--- src/rtl/game_timer_pkg.sv ---
// -----------------------------------------------------------------------------
// game_timer_pkg
// Shared constants and types for the game's BCD time handling.
//   BCD_W / DIGITS / TIME_W : BCD digit width, digit count, packed time width
//   TICK_DIV_DEF            : CLK cycles per 1 ms on the 50 MHz board clock
//   timerState_t            : IDLE / RUN / EXPIRED encoding
//   timerReq_t              : bundled control request seen by the timer
//   TIME_ZERO, WAIT_TIME    : common BCD time constants
// -----------------------------------------------------------------------------
package game_timer_pkg;

   localparam int BCD_W        = 4;
   localparam int DIGITS       = 5;
   localparam int TIME_W       = BCD_W * DIGITS;
   localparam int TICK_DIV_DEF = 50000;

   typedef enum logic [1:0] {
      IDLE    = 2'd0,
      RUN     = 2'd1,
      EXPIRED = 2'd2
   } timerState_t;

   localparam logic [TIME_W-1:0] TIME_ZERO = 20'h00000;
   localparam logic [TIME_W-1:0] WAIT_TIME = 20'h04000;   // 04.000 s

   typedef struct packed {
      logic              clear;
      logic              load;
      logic [TIME_W-1:0] loadValue;
      logic              countEn;
   } timerReq_t;

endpackage

--- src/rtl/bcd_digit_dec.sv ---
// -----------------------------------------------------------------------------
// bcd_digit_dec
// Combinational single BCD digit decrement stage plus >9 clamp.
//   digit     in  4  current digit (values >9 are treated as 9)
//   borrowIn  in  1  1 = subtract one from this digit
//   digitOut  out 4  digit after the optional decrement
//   borrowOut out 1  borrow into the next more significant digit
//   rawDigit  in  4  unclamped digit from a load value
//   clampOut  out 4  rawDigit limited to 9
// -----------------------------------------------------------------------------
module bcd_digit_dec
   import game_timer_pkg::*;
(
   input  logic [BCD_W-1:0] digit,
   input  logic             borrowIn,
   output logic [BCD_W-1:0] digitOut,
   output logic             borrowOut,
   input  logic [BCD_W-1:0] rawDigit,
   output logic [BCD_W-1:0] clampOut
);

   logic [BCD_W-1:0] digitSafe;

   always_comb begin
      digitSafe = (digit > 4'd9) ? 4'd9 : digit;
      clampOut  = (rawDigit > 4'd9) ? 4'd9 : rawDigit;
      digitOut  = digitSafe;
      borrowOut = 1'b0;
      if (borrowIn) begin
         // 0 with a borrow wraps to 9 and passes the borrow upward
         if (digitSafe == 4'd0) begin
            digitOut  = 4'd9;
            borrowOut = 1'b1;
         end else begin
            digitOut  = digitSafe - 4'd1;
         end
      end
   end

endmodule

--- src/rtl/game_bcd_timer.sv ---
// -----------------------------------------------------------------------------
// game_bcd_timer
// Loads a 5-digit BCD time (xx.xxx s) and counts it down in 1 ms steps.
//   CLK       in  1   system clock
//   RST       in  1   synchronous active-low reset
//   clear     in  1   abort to IDLE, zero count, no expiry pulse
//   load      in  1   capture loadValue (digits clamped to 9) and start
//   loadValue in  20  BCD {tens, ones, tenths, hundredths, thousandths}
//   countEn   in  1   1 = count, 0 = pause (prescaler and value hold)
//   timeLeft  out 20  remaining BCD time, registered
//   running   out 1   high while in RUN
//   expired   out 1   one-cycle pulse when the count reaches 00.000
//   warn      out 1   low-time flag (RUN and < 01.000)
// Optional feature macro: GAME_TIMER_WARN_EN (undefined: warn tied low).
// Priority per edge: RST > clear > load > tick.
// -----------------------------------------------------------------------------
module game_bcd_timer
   import game_timer_pkg::*;
#(
   parameter int TICK_DIV = TICK_DIV_DEF,
   parameter int DIGITS   = 5
)(
   input  logic                    CLK,
   input  logic                    RST,
   input  logic                    clear,
   input  logic                    load,
   input  logic [DIGITS*BCD_W-1:0] loadValue,
   input  logic                    countEn,
   output logic [DIGITS*BCD_W-1:0] timeLeft,
   output logic                    running,
   output logic                    expired,
   output logic                    warn
);

   localparam int PW = (TICK_DIV > 1) ? $clog2(TICK_DIV) : 1;
   localparam logic [PW-1:0] PRE_LAST = PW'(TICK_DIV - 1);

   timerReq_t   req;
   timerState_t state, stateNxt;
   logic [PW-1:0] pre, preNxt;
   logic [DIGITS*BCD_W-1:0] timeNxt;
   logic expNxt;

   logic [DIGITS-1:0][BCD_W-1:0] curDig, decDig, rawDig, clampDig;
   logic [DIGITS:0]              borrow;
   logic [DIGITS*BCD_W-1:0]      decVal, clampVal;

   assign req = '{clear: clear, load: load, loadValue: loadValue, countEn: countEn};

   // ---------------------------------------------------------------------------
   // BCD ripple: digit 0 is thousandths, always decremented on a tick
   // ---------------------------------------------------------------------------
   assign curDig    = timeLeft;
   assign rawDig    = req.loadValue;
   assign borrow[0] = 1'b1;

   genvar i;
   generate
      for (i = 0; i < DIGITS; i++) begin : gDig
         bcd_digit_dec uDig (
            .digit    (curDig[i]),
            .borrowIn (borrow[i]),
            .digitOut (decDig[i]),
            .borrowOut(borrow[i+1]),
            .rawDigit (rawDig[i]),
            .clampOut (clampDig[i])
         );
      end
   endgenerate

   assign decVal   = decDig;
   assign clampVal = clampDig;

   // ---------------------------------------------------------------------------
   // State / datapath registers
   // ---------------------------------------------------------------------------
   always_ff @(posedge CLK) begin
      if (!RST) begin
         state    <= IDLE;
         timeLeft <= TIME_ZERO;
         pre      <= '0;
         running  <= 1'b0;
         expired  <= 1'b0;
      end else begin
         state    <= stateNxt;
         timeLeft <= timeNxt;
         pre      <= preNxt;
         running  <= (stateNxt == RUN);
         expired  <= expNxt;
      end
   end

   always_comb begin
      stateNxt = state;
      timeNxt  = timeLeft;
      preNxt   = pre;
      expNxt   = 1'b0;
      if (req.clear) begin
         stateNxt = IDLE;
         timeNxt  = TIME_ZERO;
         preNxt   = '0;
      end else if (req.load) begin
         // a tick coinciding with load is dropped: the count restarts
         timeNxt = clampVal;
         preNxt  = '0;
         if (clampVal == TIME_ZERO) begin
            stateNxt = EXPIRED;
            expNxt   = 1'b1;
         end else begin
            stateNxt = RUN;
         end
      end else begin
         case (state)
            RUN: begin
               if (req.countEn) begin
                  if (pre == PRE_LAST) begin
                     preNxt  = '0;
                     timeNxt = decVal;
                     if (decVal == TIME_ZERO) begin
                        stateNxt = EXPIRED;
                        expNxt   = 1'b1;
                     end
                  end else begin
                     preNxt = pre + 1'b1;
                  end
               end
            end
            IDLE:    preNxt = '0;
            default: ;   // EXPIRED holds until load/clear
         endcase
      end
   end

   // ---------------------------------------------------------------------------
   // Low-time warning, aligned with the registered state and value
   // ---------------------------------------------------------------------------
`ifdef GAME_TIMER_WARN_EN
   always_ff @(posedge CLK) begin
      if (!RST)
         warn <= 1'b0;
      else
         warn <= (stateNxt == RUN) && (timeNxt[DIGITS*BCD_W-1:3*BCD_W] == '0);
   end
`else
   assign warn = 1'b0;
`endif

endmodule

--- config.mk ---
export PLATFORM = sky130hd
export DESIGN_NAME = game_bcd_timer
export DESIGN_NICKNAME = d
export VERILOG_FILES = /design/src/rtl/game_timer_pkg.sv /design/src/rtl/bcd_digit_dec.sv /design/src/rtl/game_bcd_timer.sv
export SDC_FILE = /design/constraint.sdc
export NUM_CORES = 1
export LEC_CHECK = 0
export CAP_MARGIN = 15
export CORE_AREA = 2 2 84 86
export CTS_CLUSTER_SIZE = 20
export DETAILED_ROUTE_END_ITERATION = 8
export DIE_AREA = 0 0 86 88
export PLACE_DENSITY = 0.67
export SLEW_MARGIN = 20
export SYNTH_ARGS = -nofsm -noshare
export SYNTH_HDL_FRONTEND = slang
export SYNTH_HIERARCHICAL = 1
export SYNTH_SLANG_ARGS = --single-unit
--- constraint.sdc ---
create_clock -name CLK -period 4.7 [get_ports CLK]
set_input_delay 0.94 -clock CLK [delete_from_list [all_inputs] [get_ports CLK]]
set_output_delay 0.94 -clock CLK [all_outputs]
set_load 0.02 [all_outputs]
==> results.md <==
Outcome:
- The run finished with clean final reports.

Worst setup path:
- On the critical path the largest part of the delay comes from simple AND/OR/NAND/NOR gates.
- The worst setup path is of the register to register kind.
- The cell that appears most often on the critical path is sky130_fd_sc_hd__nor4b_2.
- STA classifies the critical path startpoint as a register.
- The signal on the critical path passes through nor4b_2 > nor2b_1 > nor4b_2 > nor2b_1 > nor4b_2 > nor2b_1 > nor4b_2 > nor2b_1 > nor4b_2 > xor2_1 > nor3_1 > nand4_1 > or4_1 > a21oi_1.
- STA classifies the critical path endpoint as a register.
- The data arrival time of the critical path is 4.50 ns.
- The largest stage delay on the critical path is 0.42 ns.
- The required time at the worst-slack endpoint is 4.94 ns.
- The count of buffer and inverter cells on the critical path is 0.
- The slowest cell on the critical path is sky130_fd_sc_hd__or4_1.
- Along the worst path, the maximum fanout reaches 8.

CTS:
- The CTS root buffer is sky130_fd_sc_hd__clkbuf_8.
- No sink is reached through more buffers than the 2 on the longest clock path.
- Clock tree synthesis inserted a total of 5 buffers.
- The post-CTS repair timing setup buffer count is 0.
- TritonCTS built the clock tree.
- The number of sinks handled by clock tree synthesis is 40.
- After clock tree synthesis, the flow added hold-fix buffers numbering 0.
- The clock reaches the later pin of the worst-skew pair after about 0.30 ns.
- Clock-pin slew was measured on the worst setup and hold paths at 0.09 ns.
- The total number of H-tree levels is 2.

Floorplan:
- The total I/O pin count is 48.
- In this run the core area contains 30 standard-cell rows.
- The die is 88 um tall.
- The starting density of the core is 0.433.
- The die covers roughly 7600 um^2.
- The x dimension of the die is 86 um.
- The standard cell core area is between 6000 and 7000 um^2.

Synthesis:
- The gate count of the mapped netlist is 345.
- In this run the cell area of the synthesized design comes to between 2000 and 3000 um^2.
- A synthesized cell averages 8.34 um^2.
- The Yosys step of the flow raised 6 warnings.

Global routing:
- Entering global routing, the biggest net connects 39 pins.
- The number of antenna violations at the first check in global routing is 0.
- The total overflow reported by the global router is 0.
- The first global-routing pass estimated 11600 um of wire.
- The via count of the first global-routing pass is about 2500.
- The global routing usage summed across all routing layers is 0.191.

Routing:
- The average wire per cell in the routed design is 15.1 um.
- For this run, design rule violations remaining after detail routing come to 0.
- The ratio of routed vias to standard cells is around 5.6.
- The total via count after detailed routing is 2612.
- The number of DRC markers after the initial detailed-route iteration is 61.
- The sum of routed wire length over all layers is 7010 um.
- The first TritonRoute pass finished after 4 iterations.
- The number of routed nets with antenna violations is 0.

Power and ir drop:
- The total power is 0.788 mW.
- The switching part of the total is 0.303.
- In this run the power spent charging and discharging nets is 0.239 mW.
- Of the total power, the clock network draws 0.321.
- The internal portion of the total power is 0.550 mW.
- The total power divided by cell area is about 230 nW/um^2.
- The share of total power dissipated in combinational logic is 0.216.
- Summed over all cells, the static leakage comes to ~1.2 nW.
- IR analysis of the VDD net gives a maximum drop of 0.000108 V.
- Of the total power, registers draw 0.463.

Timing:
- Setup repair after global routing left no endpoint under its margin.
- The actual slew at the worst max-slew pin is 0.586 ns.
- The tightest hold path in the finished design has a slack of 0.496 ns.
- The final-report hold violation count is 0.
- The total setup violations reported at the end of the flow is 0.
- In the final timing run, aggregate negative setup slack is 0 ns.
- The final worst clock skew is approximately 0.013 ns.
- The max-slew violation count is 0.
- Of the available clock period, the critical path in the final layout requires 0.905.
- The maximum achievable frequency is 0.235 GHz.
- The headroom to the max-slew limit is 0.608.
- The final period demand of the worst path is 4.25 ns.

Placed design:
- Buffers placed on the I/O ports in this run total 46.
- Routability-driven placement finished with a final weighted congestion of just under 0.9.
- The detailed placer's ending HPWL is between 5000 and 6000 um.

Cells and area:
- The fraction of final layout cells sized beyond drive strength 1 is 0.102.
- The number of antenna cells inserted is 0.
- At the end of the flow, the number of nets in the layout was 409.
- The area added between synthesis and finish is 19.8%.
- For this run, the share of the core covered by cells in the final layout is 0.519.

Run:
- Max-cap violations in this run came to 0.

Hold path:
- The class of the worst hold path is register to register.
[stage by stage]
step	cell area, um^2	instances	setup slack [ns]
after global placement	3350	456	0.519
after CTS	3440	464	0.382
after detailed placement	3350	456	0.401
final	3450	464	0.447
after floorplan	2890	349	0.799
after global routing	3450	464	0.0378
[sequential cells by signal, summed over array words and instances, names as in the netlist]
name / flops
expired: 1
pre: 16
running: 1
state: 2
timeLeft: 20
[worst reg2reg max path: stages (launching register included)]
cell and delay (ns):
sky130_fd_sc_hd__dfxtp_1 0.39, sky130_fd_sc_hd__nor4b_2 0.36, sky130_fd_sc_hd__nor2b_1 0.31, sky130_fd_sc_hd__nor4b_2 0.31
sky130_fd_sc_hd__nor2b_1 0.29, sky130_fd_sc_hd__nor4b_2 0.31, sky130_fd_sc_hd__nor2b_1 0.30, sky130_fd_sc_hd__nor4b_2 0.31
sky130_fd_sc_hd__nor2b_1 0.31, sky130_fd_sc_hd__nor4b_2 0.27, sky130_fd_sc_hd__xor2_1 0.14, sky130_fd_sc_hd__nor3_1 0.20
sky130_fd_sc_hd__nand4_1 0.14, sky130_fd_sc_hd__or4_1 0.42, sky130_fd_sc_hd__a21oi_1 0.14
[cell type report]
cell class	count	area, um^2
Fill cell	633	3190
Multi-Input combinational cell	283	1950
Sequential cell	40	801
Timing Repair Buffer	49	483
Tap cell	80	100
Clock buffer	6	82.6
Clock inverter	2	15.0
Inverter	4	15.0
[layout by cell type (no fill, tap or decap), types with 11 or more instances in the layout]
cell / count
sky130_fd_sc_hd__nand2b_1: 21
sky130_fd_sc_hd__xor2_1: 12
sky130_fd_sc_hd__clkdlybuf4s50_1: 46
sky130_fd_sc_hd__nor2b_1: 20
sky130_fd_sc_hd__nand2_1: 12
sky130_fd_sc_hd__dfxtp_1: 40
sky130_fd_sc_hd__nor3_1: 14
sky130_fd_sc_hd__a21oi_1: 11
sky130_fd_sc_hd__mux2i_1: 27
sky130_fd_sc_hd__nor2_1: 41
sky130_fd_sc_hd__o21ai_0: 22
[repair_timing]
item                                   4_1_cts  5_1_grt
setup endpoints to repair                    0        2
gates resized for setup                      0        1
endpoints found under the hold margin        0        0
[path summary, 6_finish.rpt]
path / slack (ns) / from / cells after the start / endpoint
hold reg to reg: 0.50 / pre[14]$_SDFFE_PP0P_ / 1 / pre[14]$_SDFFE_PP0P_
setup reg to reg: 0.45 / timeLeft[0]$_SDFFE_PP0P_ / 14 / expired$_SDFF_PP0_
hold / removal: 0.50 / pre[14]$_SDFFE_PP0P_ / 1 / pre[14]$_SDFFE_PP0P_
setup / recovery: 0.45 / timeLeft[0]$_SDFFE_PP0P_ / 14 / expired$_SDFF_PP0_
[power by group through the flow]
stage	Sequential, mW	Combinational [mW]	Clock, mW
2_1_floorplan	0.374	0.112	0
3_3_place_gp	0.372	0.168	0
3_5_place_dp	0.373	0.170	0
4_1_cts	0.365	0.171	0.259
5_1_grt	0.367	0.187	0.273
6_report	0.365	0.170	0.253
[metal layers]
metal / GRT usage / routed length, um / part of all wire / up-vias
met3: 0.0320 / 220 / 0.031 / 13
li1: - / - / - / 1322
met1: 0.242 / 3270 / 0.47 / 1223
met5: 0 / 0 / 0 / -
met2: 0.323 / 3380 / 0.48 / 54
met4: 0.0750 / 141 / 0.020 / 0
Power figures use the tool's default switching activity.
